**config.mk**
```make
export PLATFORM = sky130hd
export DESIGN_NAME = spi_command_burst_slave_flat
export DESIGN_NICKNAME = d
export VERILOG_FILES = /design/src/rtl/spi_command_burst_slave_if.sv /design/src/rtl/spi_command_burst_slave.sv /design/src/flat_wrapper.sv
export SDC_FILE = /design/constraint.sdc
export NUM_CORES = 1
export LEC_CHECK = 0
export ABC_AREA = 1
export CAP_MARGIN = 20
export CORE_ASPECT_RATIO = 0.5
export CORE_MARGIN = 2
export CORE_UTILIZATION = 50
export DETAILED_ROUTE_END_ITERATION = 12
export GPL_ROUTABILITY_DRIVEN = 0
export GPL_TIMING_DRIVEN = 0
export PLACE_DENSITY_LB_ADDON = 0.15
export REMOVE_ABC_BUFFERS = 1
export SKIP_CTS_REPAIR_TIMING = 1
export SYNTH_ARGS = -nofsm -noshare
export SYNTH_HDL_FRONTEND = slang
export SYNTH_SLANG_ARGS = --single-unit
```
**constraint.sdc**
```tcl
create_clock -name clk -period 1.75 [get_ports clk]
set_clock_uncertainty 0.05 [all_clocks]
set_input_delay 0.35 -clock clk [delete_from_list [all_inputs] [get_ports clk]]
set_output_delay 0.35 -clock clk [all_outputs]
set_load 0.05 [all_outputs]
```
**src/rtl/spi_command_burst_slave_if.sv**
```systemverilog
// Pin and controller-side bundle for the SPI command/burst target.
interface spi_command_burst_slave_if #(
    parameter int unsigned COMMAND_WIDTH = 8,
    parameter int unsigned WORD_WIDTH    = 32,
    parameter int unsigned MAX_WORDS     = 1
);
    localparam int unsigned INDEX_WIDTH = $clog2(MAX_WORDS + 1);

    logic                     sck;
    logic                     sdi;
    logic                     cs;
    logic                     sdo;
    logic [COMMAND_WIDTH-1:0] command;
    logic                     command_ready;
    logic [WORD_WIDTH-1:0]    word_to_output;
    logic [WORD_WIDTH-1:0]    word_received;
    logic                     word_rx_complete;
    logic [INDEX_WIDTH-1:0]   word_index;
    logic                     aborted;
    logic                     overrun;

    // Target side: pins and response word in, results out
    modport slave (
        input  sck, sdi, cs, word_to_output,
        output sdo, command, command_ready, word_received, word_rx_complete,
               word_index, aborted, overrun
    );

    // Driver side: SPI master plus test controller
    modport master (
        output sck, sdi, cs, word_to_output,
        input  sdo, command, command_ready, word_received, word_rx_complete,
               word_index, aborted, overrun
    );
endinterface

```
**src/rtl/spi_command_burst_slave.sv**
```systemverilog
// SPI target: one command word followed by a burst of up to MAX_WORDS full-duplex
// data words. All pins are resynchronised into clk; partial transfers are flagged.
module spi_command_burst_slave #(
    parameter int unsigned COMMAND_WIDTH = 8,
    parameter int unsigned WORD_WIDTH    = 32,
    parameter int unsigned MAX_WORDS     = 1,
    parameter bit          CPOL          = 1'b0,
    parameter bit          CPHA          = 1'b0,
    parameter bit          LSB_FIRST     = 1'b1
) (
    input  logic                    clk,
    input  logic                    reset_n,
    spi_command_burst_slave_if.slave bus
);
    localparam int unsigned INDEX_WIDTH = $clog2(MAX_WORDS + 1);
    localparam int unsigned MAX_BITS    = (COMMAND_WIDTH > WORD_WIDTH) ? COMMAND_WIDTH : WORD_WIDTH;
    localparam int unsigned COUNT_WIDTH = $clog2(MAX_BITS + 1);

    localparam logic [2:0] ST_RESET = 3'd0;
    localparam logic [2:0] ST_STALL = 3'd1;
    localparam logic [2:0] ST_IDLE  = 3'd2;
    localparam logic [2:0] ST_CMD   = 3'd3;
    localparam logic [2:0] ST_STAGE = 3'd4;
    localparam logic [2:0] ST_DATA  = 3'd5;

    // sck resets to its idle level so reset release does not fake an edge
    localparam logic [2:0] PIN_RST = {2'b00, CPOL};

    // Pin pipeline, packed as {cs, sdi, sck}
    logic [2:0] meta_q, meta_d, sync_q, sync_d;
    logic       sck_prev_q, sck_prev_d;
    logic       sdi_q, sdi_d;
    logic       cs_q, cs_d;
    logic       sample_edge_q, sample_edge_d;
    logic       drive_edge_q, drive_edge_d;
    logic       sck_rise, sck_fall, lead_edge, trail_edge;

    // FSM and datapath
    logic [2:0]               state_q, state_d;
    logic [COUNT_WIDTH-1:0]   bit_cnt_q, bit_cnt_d;
    logic [COMMAND_WIDTH-1:0] cmd_shift_q, cmd_shift_d, cmd_shift_nx;
    logic [WORD_WIDTH-1:0]    rx_shift_q, rx_shift_d, rx_shift_nx;
    logic [WORD_WIDTH-1:0]    tx_shift_q, tx_shift_d, tx_shift_nx;
    logic                     tx_bit, stage_bit, cmd_last, word_last, more_words;

    // Registered outputs
    logic                     sdo_q, sdo_d;
    logic [COMMAND_WIDTH-1:0] command_q, command_d;
    logic                     command_ready_q, command_ready_d;
    logic [WORD_WIDTH-1:0]    word_received_q, word_received_d;
    logic                     word_rx_complete_q, word_rx_complete_d;
    logic [INDEX_WIDTH-1:0]   word_index_q, word_index_d;
    logic                     aborted_q, aborted_d;
    logic                     overrun_q, overrun_d;

    // Two-stage synchroniser followed by edge classification per SPI mode
    always_comb begin
        meta_d        = {bus.cs, bus.sdi, bus.sck};
        sync_d        = meta_q;
        sck_prev_d    = sync_q[0];
        sdi_d         = sync_q[1];
        cs_d          = sync_q[2];
        sck_rise      = sync_q[0] & ~sck_prev_q;
        sck_fall      = ~sync_q[0] & sck_prev_q;
        lead_edge     = CPOL ? sck_fall : sck_rise;
        trail_edge    = CPOL ? sck_rise : sck_fall;
        sample_edge_d = CPHA ? trail_edge : lead_edge;
        drive_edge_d  = CPHA ? lead_edge : trail_edge;
    end

    // Pin pipeline registers
    always_ff @(posedge clk or negedge reset_n) begin
        if (!reset_n) begin
            meta_q        <= PIN_RST;
            sync_q        <= PIN_RST;
            sck_prev_q    <= CPOL;
            sdi_q         <= 1'b0;
            cs_q          <= 1'b0;
            sample_edge_q <= 1'b0;
            drive_edge_q  <= 1'b0;
        end else begin
            meta_q        <= meta_d;
            sync_q        <= sync_d;
            sck_prev_q    <= sck_prev_d;
            sdi_q         <= sdi_d;
            cs_q          <= cs_d;
            sample_edge_q <= sample_edge_d;
            drive_edge_q  <= drive_edge_d;
        end
    end

    // Shift-register helpers; a full word of shifts leaves the first bit in place
    always_comb begin
        cmd_shift_nx = LSB_FIRST ? {sdi_q, cmd_shift_q[COMMAND_WIDTH-1:1]}
                                 : {cmd_shift_q[COMMAND_WIDTH-2:0], sdi_q};
        rx_shift_nx  = LSB_FIRST ? {sdi_q, rx_shift_q[WORD_WIDTH-1:1]}
                                 : {rx_shift_q[WORD_WIDTH-2:0], sdi_q};
        tx_shift_nx  = LSB_FIRST ? {1'b0, tx_shift_q[WORD_WIDTH-1:1]}
                                 : {tx_shift_q[WORD_WIDTH-2:0], 1'b0};
        tx_bit       = LSB_FIRST ? tx_shift_q[0] : tx_shift_q[WORD_WIDTH-1];
        stage_bit    = LSB_FIRST ? bus.word_to_output[0] : bus.word_to_output[WORD_WIDTH-1];
        cmd_last     = (bit_cnt_q == COUNT_WIDTH'(COMMAND_WIDTH - 1));
        word_last    = (bit_cnt_q == COUNT_WIDTH'(WORD_WIDTH - 1));
        more_words   = ((32'(word_index_q) + 32'd1) < 32'(MAX_WORDS));
    end

    // Next-state and output logic
    always_comb begin
        state_d            = state_q;
        bit_cnt_d          = bit_cnt_q;
        cmd_shift_d        = cmd_shift_q;
        rx_shift_d         = rx_shift_q;
        tx_shift_d         = tx_shift_q;
        sdo_d              = sdo_q;
        command_d          = command_q;
        command_ready_d    = 1'b0;
        word_received_d    = word_received_q;
        word_rx_complete_d = 1'b0;
        word_index_d       = word_index_q;
        aborted_d          = 1'b0;
        overrun_d          = 1'b0;

        case (state_q)
            ST_RESET: begin
                state_d = ST_STALL;
            end
            ST_STALL: begin
                sdo_d = 1'b0;
                if (cs_q) begin
                    state_d = ST_IDLE;
                end else if (sample_edge_q) begin
                    overrun_d = 1'b1;
                end
            end
            ST_IDLE: begin
                word_index_d = '0;
                if (!cs_q) begin
                    bit_cnt_d = '0;
                    state_d   = ST_CMD;
                end
            end
            ST_CMD: begin
                if (sample_edge_q) begin
                    cmd_shift_d = cmd_shift_nx;
                    bit_cnt_d   = bit_cnt_q + COUNT_WIDTH'(1);
                end
                if (sample_edge_q && cmd_last) begin
                    command_d       = cmd_shift_nx;
                    command_ready_d = 1'b1;
                    bit_cnt_d       = '0;
                    state_d         = cs_q ? ST_IDLE : ST_STAGE;
                end else if (cs_q) begin
                    aborted_d = (bit_cnt_q != '0) || sample_edge_q;
                    state_d   = ST_IDLE;
                end
            end
            ST_STAGE: begin
                // Index advances here so the completion pulse still shows the finished word
                if (word_rx_complete_q) begin
                    word_index_d = word_index_q + INDEX_WIDTH'(1);
                end
                tx_shift_d = bus.word_to_output;
                sdo_d      = stage_bit;
                bit_cnt_d  = '0;
                state_d    = ST_DATA;
            end
            ST_DATA: begin
                if (drive_edge_q) begin
                    sdo_d = tx_bit;
                end
                if (sample_edge_q) begin
                    rx_shift_d = rx_shift_nx;
                    tx_shift_d = tx_shift_nx;
                    bit_cnt_d  = bit_cnt_q + COUNT_WIDTH'(1);
                end
                // Final sample edge wins over a simultaneous cs release
                if (sample_edge_q && word_last) begin
                    word_received_d    = rx_shift_nx;
                    word_rx_complete_d = 1'b1;
                    bit_cnt_d          = '0;
                    if (cs_q) begin
                        state_d = ST_IDLE;
                    end else if (more_words) begin
                        state_d = ST_STAGE;
                    end else begin
                        state_d = ST_STALL;
                    end
                end else if (cs_q) begin
                    aborted_d = (bit_cnt_q != '0) || sample_edge_q;
                    state_d   = ST_IDLE;
                end
            end
            default: begin
                state_d = ST_STALL;
            end
        endcase
    end

    // State and output registers
    always_ff @(posedge clk or negedge reset_n) begin
        if (!reset_n) begin
            state_q            <= ST_RESET;
            bit_cnt_q          <= '0;
            cmd_shift_q        <= '0;
            rx_shift_q         <= '0;
            tx_shift_q         <= '0;
            sdo_q              <= 1'b0;
            command_q          <= '0;
            command_ready_q    <= 1'b0;
            word_received_q    <= '0;
            word_rx_complete_q <= 1'b0;
            word_index_q       <= '0;
            aborted_q          <= 1'b0;
            overrun_q          <= 1'b0;
        end else begin
            state_q            <= state_d;
            bit_cnt_q          <= bit_cnt_d;
            cmd_shift_q        <= cmd_shift_d;
            rx_shift_q         <= rx_shift_d;
            tx_shift_q         <= tx_shift_d;
            sdo_q              <= sdo_d;
            command_q          <= command_d;
            command_ready_q    <= command_ready_d;
            word_received_q    <= word_received_d;
            word_rx_complete_q <= word_rx_complete_d;
            word_index_q       <= word_index_d;
            aborted_q          <= aborted_d;
            overrun_q          <= overrun_d;
        end
    end

    assign bus.sdo              = sdo_q;
    assign bus.command          = command_q;
    assign bus.command_ready    = command_ready_q;
    assign bus.word_received    = word_received_q;
    assign bus.word_rx_complete = word_rx_complete_q;
    assign bus.word_index       = word_index_q;
    assign bus.aborted          = aborted_q;
    assign bus.overrun          = overrun_q;

endmodule

```
**src/flat_wrapper.sv**
```systemverilog
// flat-port wrapper written by rule: the top's interface ports become plain ports
module spi_command_burst_slave_flat 
#(
    parameter int unsigned COMMAND_WIDTH = 8,
    parameter int unsigned WORD_WIDTH    = 32,
    parameter int unsigned MAX_WORDS     = 1,
    parameter bit          CPOL          = 1'b0,
    parameter bit          CPHA          = 1'b0,
    parameter bit          LSB_FIRST     = 1'b1
)
  (clk, reset_n, bus_sck, bus_sdi, bus_cs, bus_word_to_output, bus_sdo, bus_command, bus_command_ready, bus_word_received, bus_word_rx_complete, bus_word_index, bus_aborted, bus_overrun);
  spi_command_burst_slave_if #(.COMMAND_WIDTH(COMMAND_WIDTH), .WORD_WIDTH(WORD_WIDTH), .MAX_WORDS(MAX_WORDS)) bus_i ();
  input  logic clk;
  input  logic reset_n;
  input wire logic [$bits(bus_i.sck)-1:0] bus_sck;
  input wire logic [$bits(bus_i.sdi)-1:0] bus_sdi;
  input wire logic [$bits(bus_i.cs)-1:0] bus_cs;
  input wire logic [$bits(bus_i.word_to_output)-1:0] bus_word_to_output;
  output wire logic [$bits(bus_i.sdo)-1:0] bus_sdo;
  output wire logic [$bits(bus_i.command)-1:0] bus_command;
  output wire logic [$bits(bus_i.command_ready)-1:0] bus_command_ready;
  output wire logic [$bits(bus_i.word_received)-1:0] bus_word_received;
  output wire logic [$bits(bus_i.word_rx_complete)-1:0] bus_word_rx_complete;
  output wire logic [$bits(bus_i.word_index)-1:0] bus_word_index;
  output wire logic [$bits(bus_i.aborted)-1:0] bus_aborted;
  output wire logic [$bits(bus_i.overrun)-1:0] bus_overrun;
  assign bus_i.sck = bus_sck;
  assign bus_i.sdi = bus_sdi;
  assign bus_i.cs = bus_cs;
  assign bus_i.word_to_output = bus_word_to_output;
  assign bus_sdo = bus_i.sdo;
  assign bus_command = bus_i.command;
  assign bus_command_ready = bus_i.command_ready;
  assign bus_word_received = bus_i.word_received;
  assign bus_word_rx_complete = bus_i.word_rx_complete;
  assign bus_word_index = bus_i.word_index;
  assign bus_aborted = bus_i.aborted;
  assign bus_overrun = bus_i.overrun;
  spi_command_burst_slave #(.COMMAND_WIDTH(COMMAND_WIDTH), .WORD_WIDTH(WORD_WIDTH), .MAX_WORDS(MAX_WORDS), .CPOL(CPOL), .CPHA(CPHA), .LSB_FIRST(LSB_FIRST)) u_core (.clk(clk), .reset_n(reset_n), .bus(bus_i));
endmodule
```
; ---- After elaboration in Yosys (flattened, before gate mapping)
; Cells that the tools add are included.
[classes]
add_sub_neg = 3
eq_ne = 11
div = 0
multipliers = 0
reduce_logical = 16
n_mux = 30
bitwise_logic = 4
order_cmp = 1
shift = 0
[op_table]
columns = op, count
row1 = one-hot mux 32 bit (2 select lines), 1
row2 = "< comparator 32 x 1 -> 1 bit, second input constant", 1
row3 = two-way mux 32 bit, 1
row4 = two-way mux 6 bit, 4
row5 = one-hot mux 6 bit (4 select lines), 1
row6 = two-way mux 3 bit, 7
row7 = AND reduction 2 bit, 8
row8 = one-hot mux 3 bit (5 select lines), 1
row9 = two-way mux 1 bit, 12
row10 = "adder 6 x 1 -> 6 bit, second input constant", 1
row11 = "== test 3 x 2 -> 1 bit, second input constant", 2
row12 = "== test 3 bit, second input constant", 2
row13 = "== test 6 x 3 -> 1 bit, second input constant", 1
row14 = "== test 6 x 5 -> 1 bit, second input constant", 1
row15 = "!= test 2 x 1 -> 1 bit, second input constant", 3
row16 = nonzero test 6 bit, 1
row17 = one-hot mux 1 bit (2 select lines), 2
row18 = nonzero test 2 bit, 2
row19 = nonzero test 4 bit, 1
row20 = "== test 3 x 1 -> 1 bit, second input constant", 1
row21 = one-hot mux 1 bit (3 select lines), 1
row22 = nonzero test 3 bit, 1
row23 = "adder 1 x 1 -> 2 bit, second input constant", 1
row24 = bitwise AND 1 bit, 2
row25 = other kinds (5), 7
[word_totals]
ram_bits = 0
memories = 0
inputBits = 37
regBits = 138
out_inout_bits = 46
wordCells = 85
latchBits = 0
romBits = 0

; ---- Logic depth before layout (Yosys ltp)
[depth]
depth_word = 6
depth_mapped = 9

; ---- Worst setup path before layout
; No wires, ideal clock.
[synth_timing]
path_type = register to register
start = register u_core.bit_cnt_q[0]
end = register u_core.command_q[6], in the netlist u_core.bus.command[6]
stages_incl_launch_ff = 8
synth_period_minus_slack_ns = 1.473
setup_ns = 0.120
n_path_buf = 1
required_time_ns = 1.580
path_slack_ns = 0.277
arrival_time_ns = 1.303
path_cell_list = dfrtp_1 > ha_1 > nand2_1 > nor4_1 > nand2_2 > buf_6 > nand2_1 > o21ai_2
[synth_via]
elab_chain_cells = 3
[synth_lines]
columns = element, line_no
row1 = start: declaration, spi_command_burst_slave.sv:40  ; logic [COUNT_WIDTH-1:0] bit_cnt_q, bit_cnt_d;
row2 = start signal: assignment, spi_command_burst_slave.sv:217  ; bit_cnt_q <= bit_cnt_d;
row3 = == test 6 x 3 -> 1 bit, spi_command_burst_slave.sv:102  ; cmd_last = (bit_cnt_q == COUNT_WIDTH'(COMMAND_WIDTH - 1));
row4 = logical AND 1 bit, spi_command_burst_slave.sv:147  ; if (sample_edge_q && cmd_last) begin
row5 = AND reduction 2 bit (no source line), n/a
row6 = end signal: assignment, spi_command_burst_slave.sv:222  ; command_q <= command_d;
row7 = end: declaration, spi_command_burst_slave.sv:48  ; logic [COMMAND_WIDTH-1:0] command_q, command_d;
; No other way between the ends.
; A chain may end at the register's enable or synchronous reset.

; ---- Worst setup path after layout
[layout_timing]
start = register u_core.state_q[1]
end = register u_core.tx_shift_q[23]
[layout_via]
elab_chain_cells = 3
word_cells_on_any_way = 6
[layout_lines]
columns = element, line_no
row1 = start: declaration, spi_command_burst_slave.sv:39  ; logic [2:0] state_q, state_d;
row2 = start signal: assignment, spi_command_burst_slave.sv:216  ; state_q <= state_d;
row3 = == test 3 bit, spi_command_burst_slave.sv:123  ; case (state_q)
row4 = != test 2 x 1 -> 1 bit (no source line) or nonzero test 2 bit (tied branches), n/a
row5 = AND reduction 2 bit (no source line), n/a
row6 = end signal: assignment, spi_command_burst_slave.sv:220  ; tx_shift_q <= tx_shift_d;
row7 = end: declaration, spi_command_burst_slave.sv:43  ; logic [WORD_WIDTH-1:0] tx_shift_q, tx_shift_d, tx_shift_nx;
; Several ways; a longest one is shown, not always the timed one.

==> metrics.md <==
| Metric | Value |
|---|---|
| Starting density of the core | between 50% and 60% |
| Met2 WL | just over 6000 µm |
| Final Net Count | 733 |
| Clock Power Share | roughly 47% |
| CTS root buffer | clkbuf_16 |
| DRT met1 WL | 6140 µm |
| Post-synth EDFFs | 0 |
| End of the worst hold path | u_core.sync_q[0] |
| DRC violations left | 0 |
| Row count | 27 |
| Ranking of synthesized cells by area | dfrtp_1 60%, nand2_1 9.4%, inv_1 5.9% |
| First-pass GRT wire length | 18100 µm |
| Syn avg cell area | 9.46 µm² |
| Critical Path Start Type | flip-flop |
| Post-route ant nets | 0 |
| Worst path max stage delay | 0.45 ns |
| Crit path capture type | flip-flop |
| Failing checks | negative setup slack |
| WP buf/inv | 1 |
| DIE HEIGHT | 79.1 µm |
| Routed wl met3 | around 700 µm |
| Area of the die | 12200 µm² |
| Post-Route WL | 13000 µm |
| Arrival @ worst endpoint | 2.04 ns |
| Cell count of the worst hold path | 0 |
| NetSw | between 0.002 and 0.0025 W |
| Critical Path, Cell by Cell | inv_4, nand2_8, nor2_8, nand2_8, nand2_8, o211ai_1, o21ai_1 |
| Antenna violations before repair | 0 |
| Number of synthesis warnings | 0 |
| Synth top area share | 60.4% |
| WP data required | 2.02 ns |
| Max-slew violation count | 0 |
| CP top delay family | simple AND/OR/NAND/NOR gates |
| Layout area overhead | 35.4% |
| CTS buffer count | 17 |
| R2r startpoint | u_core.state_q[1] |
| Cell area after synthesis | about 5600 µm² |
| Clk sink count | about 140 |
| Max Freq | approximately 0.57 GHz |
| Post-Place Cells | 796 |
| Routed len/inst | 15.2 µm |
| RSZ-0062 raised after global routing | yes |
| Die X | around 150 µm |
| Antenna fix cells | 0 |
| Hold WC Path Type | reg -> reg |
| Vias in the first global route | 3826 |
| Top Metal Used | met4 |
| Power Internal | approximately 0.0059 W |
| Setup slack after layout | -0.0175 ns |
| Initial DRC count | 413 |
| Worst hold path startpoint | u_core.meta_q[0] |
| Core ar. | between 10000 and 15000 µm² |
| P_leak | 4.17 nW |
| Worst-Margin Slew | around 0.81 ns |
| Register-to-register setup slack | -0.02 ns |
| Status | finished, violations left |
| Sequential area share after synthesis | 60.4% |
| Crit Path Class | reg -> reg |
| Final-report setup violation count | 1 |
| VDD IR max | just over 800 µV |
| Pwr Density | about 1100 nW/µm² |
| CTS H-tree depth | 4 |
| Ys flop type | dfrtp_1 |
| CP dominant cell by count | nand2_8 |
| Largest net degree at the start of global routing | 70 |
| Worst Reg2Reg Path Length in Cells | 7 |
| Worst skew pair latency | 0.41 ns |
| Post-DP HPWL | ~6400 µm |
| CTS tree | built |
| Routed vias | 4384 |
| Critical path's slowest cell | dfrtp_2 |
| Relative slew slack | 46.0% |
| Max Cap Viol | 0 |
| Mapped Cells | just under 600 |
| Final min period | 1.77 ns |
| Vias per cell | about 5 |
| Logic pwr share | a little under an eighth |
| FF-to-FF End | u_core.tx_shift_q[23] |
| Most common cell in the synthesized netlist | nand2_1 |
| Final hold slack | roughly 0.30 ns |
| Tot GR Track Use | 18.8% |
| Clk slew on worst S/H paths | roughly 0.060 ns |
| Pre-Repair DR Iteration Count | 5 |
| Grt total ovfl | 0 |
| Finished Layout Cells | between 800 and 900 |
| Async SR Flop Fraction | 100% |
| Crit-path max FO | 66 |
| Top post-synthesis cells by count | 141 x nand2_1, 136 x dfrtp_1, 88 x inv_1 |
| Post-synth top area cell | dfrtp_1 |
| Final hold violations | 0 |
| Final Cycle Share | 101% |
| Switching Fraction | a little over a quarter |
| Layout cells sized above 1 | between 10% and 20% |
| CTS Buffer Depth | 2 |
| # IOs | 83 |
| Total power draw | 0.00806 W |
| I/O Buffers | 82 |
| Reg power frac | 42.2% |
| Register bit count reported by yosys | 136 |
| Distinct cells, synth | 30 |
-- area by class of cell --
class | count | area [µm²]
sequential | 136 | 3410
fill | 815 | 3340
multi-input combinational | 347 | 1910
timing repair buffer | 99 | 1170
clock buffer | 17 | 425
inverter | 93 | 354
clock inverter | 15 | 189
tap | 145 | 181
-- kinds of logic (layout without fill, tap and decap cells) --
| family | Yosys count | in the layout | synth area share (%) |
|---|---|---|---|
| simple gates | 181 | 189 | 14.1 |
| compound gates | 155 | 155 | 15.8 |
| flops | 136 | 136 | 60.4 |
| buf+inv | 121 | 224 | 9.17 |
| fa+ha+maj | 2 | 2 | 0.444 |
| xor+xnor | 1 | 1 | 0.155 |
-- registers in the layout, indices dropped and copies added, names as in the netlist, 3 cells and up --
| signal | flops |
|---|---|
| u_core.bit_cnt_q | 6 |
| u_core.bus.command | 8 |
| u_core.bus.word_received | 32 |
| u_core.cmd_shift_q | 7 |
| u_core.meta_q | 3 |
| u_core.rx_shift_q | 31 |
| u_core.state_q | 3 |
| u_core.sync_q | 3 |
| u_core.tx_shift_q | 32 |
-- layer usage --
layer,vias up,global-route usage (%)
li1,2138,-
met1,2134,25.4
met2,103,28.8
met4,0,6.36
met3,9,6.28
met5,-,0
-- per-stage QoR --
stage | instance area [µm²] | setup slack (ns) | utilization (%) | setup TNS [ns]
6_report | 7640 | -0.0175 | 69.5 | -0.0175
5_1_grt | 7640 | -0.149 | 69.5 | -3.00
4_1_cts | 7120 | -1.21 | 64.8 | -100.16
3_5_place_dp | 6500 | -1.19 | 59.2 | -87.89
3_3_place_gp | 6470 | -5.20 | 59.0 | -790.28
2_1_floorplan | 5470 | -0.558 | - | -33.79
-- power groups by stage --
stage                     Clock [W]  Combinational (W)  Sequential (W)
after floorplan                   0           0.000462         0.00350
after global placement            0           0.000804         0.00344
after detailed placement          0           0.000828         0.00345
after CTS                   0.00379           0.000831         0.00339
after global routing        0.00392            0.00102         0.00341
final                       0.00375           0.000918         0.00340
-- layout by cell type (no fill, tap or decap), types with 2 or more instances in the layout --
cell,count
nor4_1,2
nand2_2,4
nor2_1,12
clkdlybuf4s50_1,35
nand2_8,6
inv_6,6
dlymetal6s2s_1,46
inv_4,2
a21oi_1,4
o21ai_0,48
inv_2,3
clkinvlp_4,4
o211ai_1,32
nand4_1,4
dfrtp_1,133
dfrtp_2,3
buf_12,5
inv_1,88
nor2_4,3
nand3_1,10
clkbuf_16,18
buf_6,2
nand2_1,139
o21ai_2,8
nand4_4,4
buf_4,8
o21ai_1,61
bufinv_16,3
-- worst max path at each step --
stage,start,end,cells past startpoint
5_1_grt,u_core.state_q[1],u_core.tx_shift_q[23],7
3_5_place_dp,u_core.state_q[1],u_core.tx_shift_q[8],7
2_1_floorplan,u_core.state_q[1],u_core.tx_shift_q[10],7
4_1_cts,u_core.state_q[1],u_core.tx_shift_q[28],7
3_3_place_gp,reset_n,u_core.tx_shift_q[14],1
6_report,u_core.state_q[1],u_core.tx_shift_q[23],7
Power figures use the tool's default switching activity.
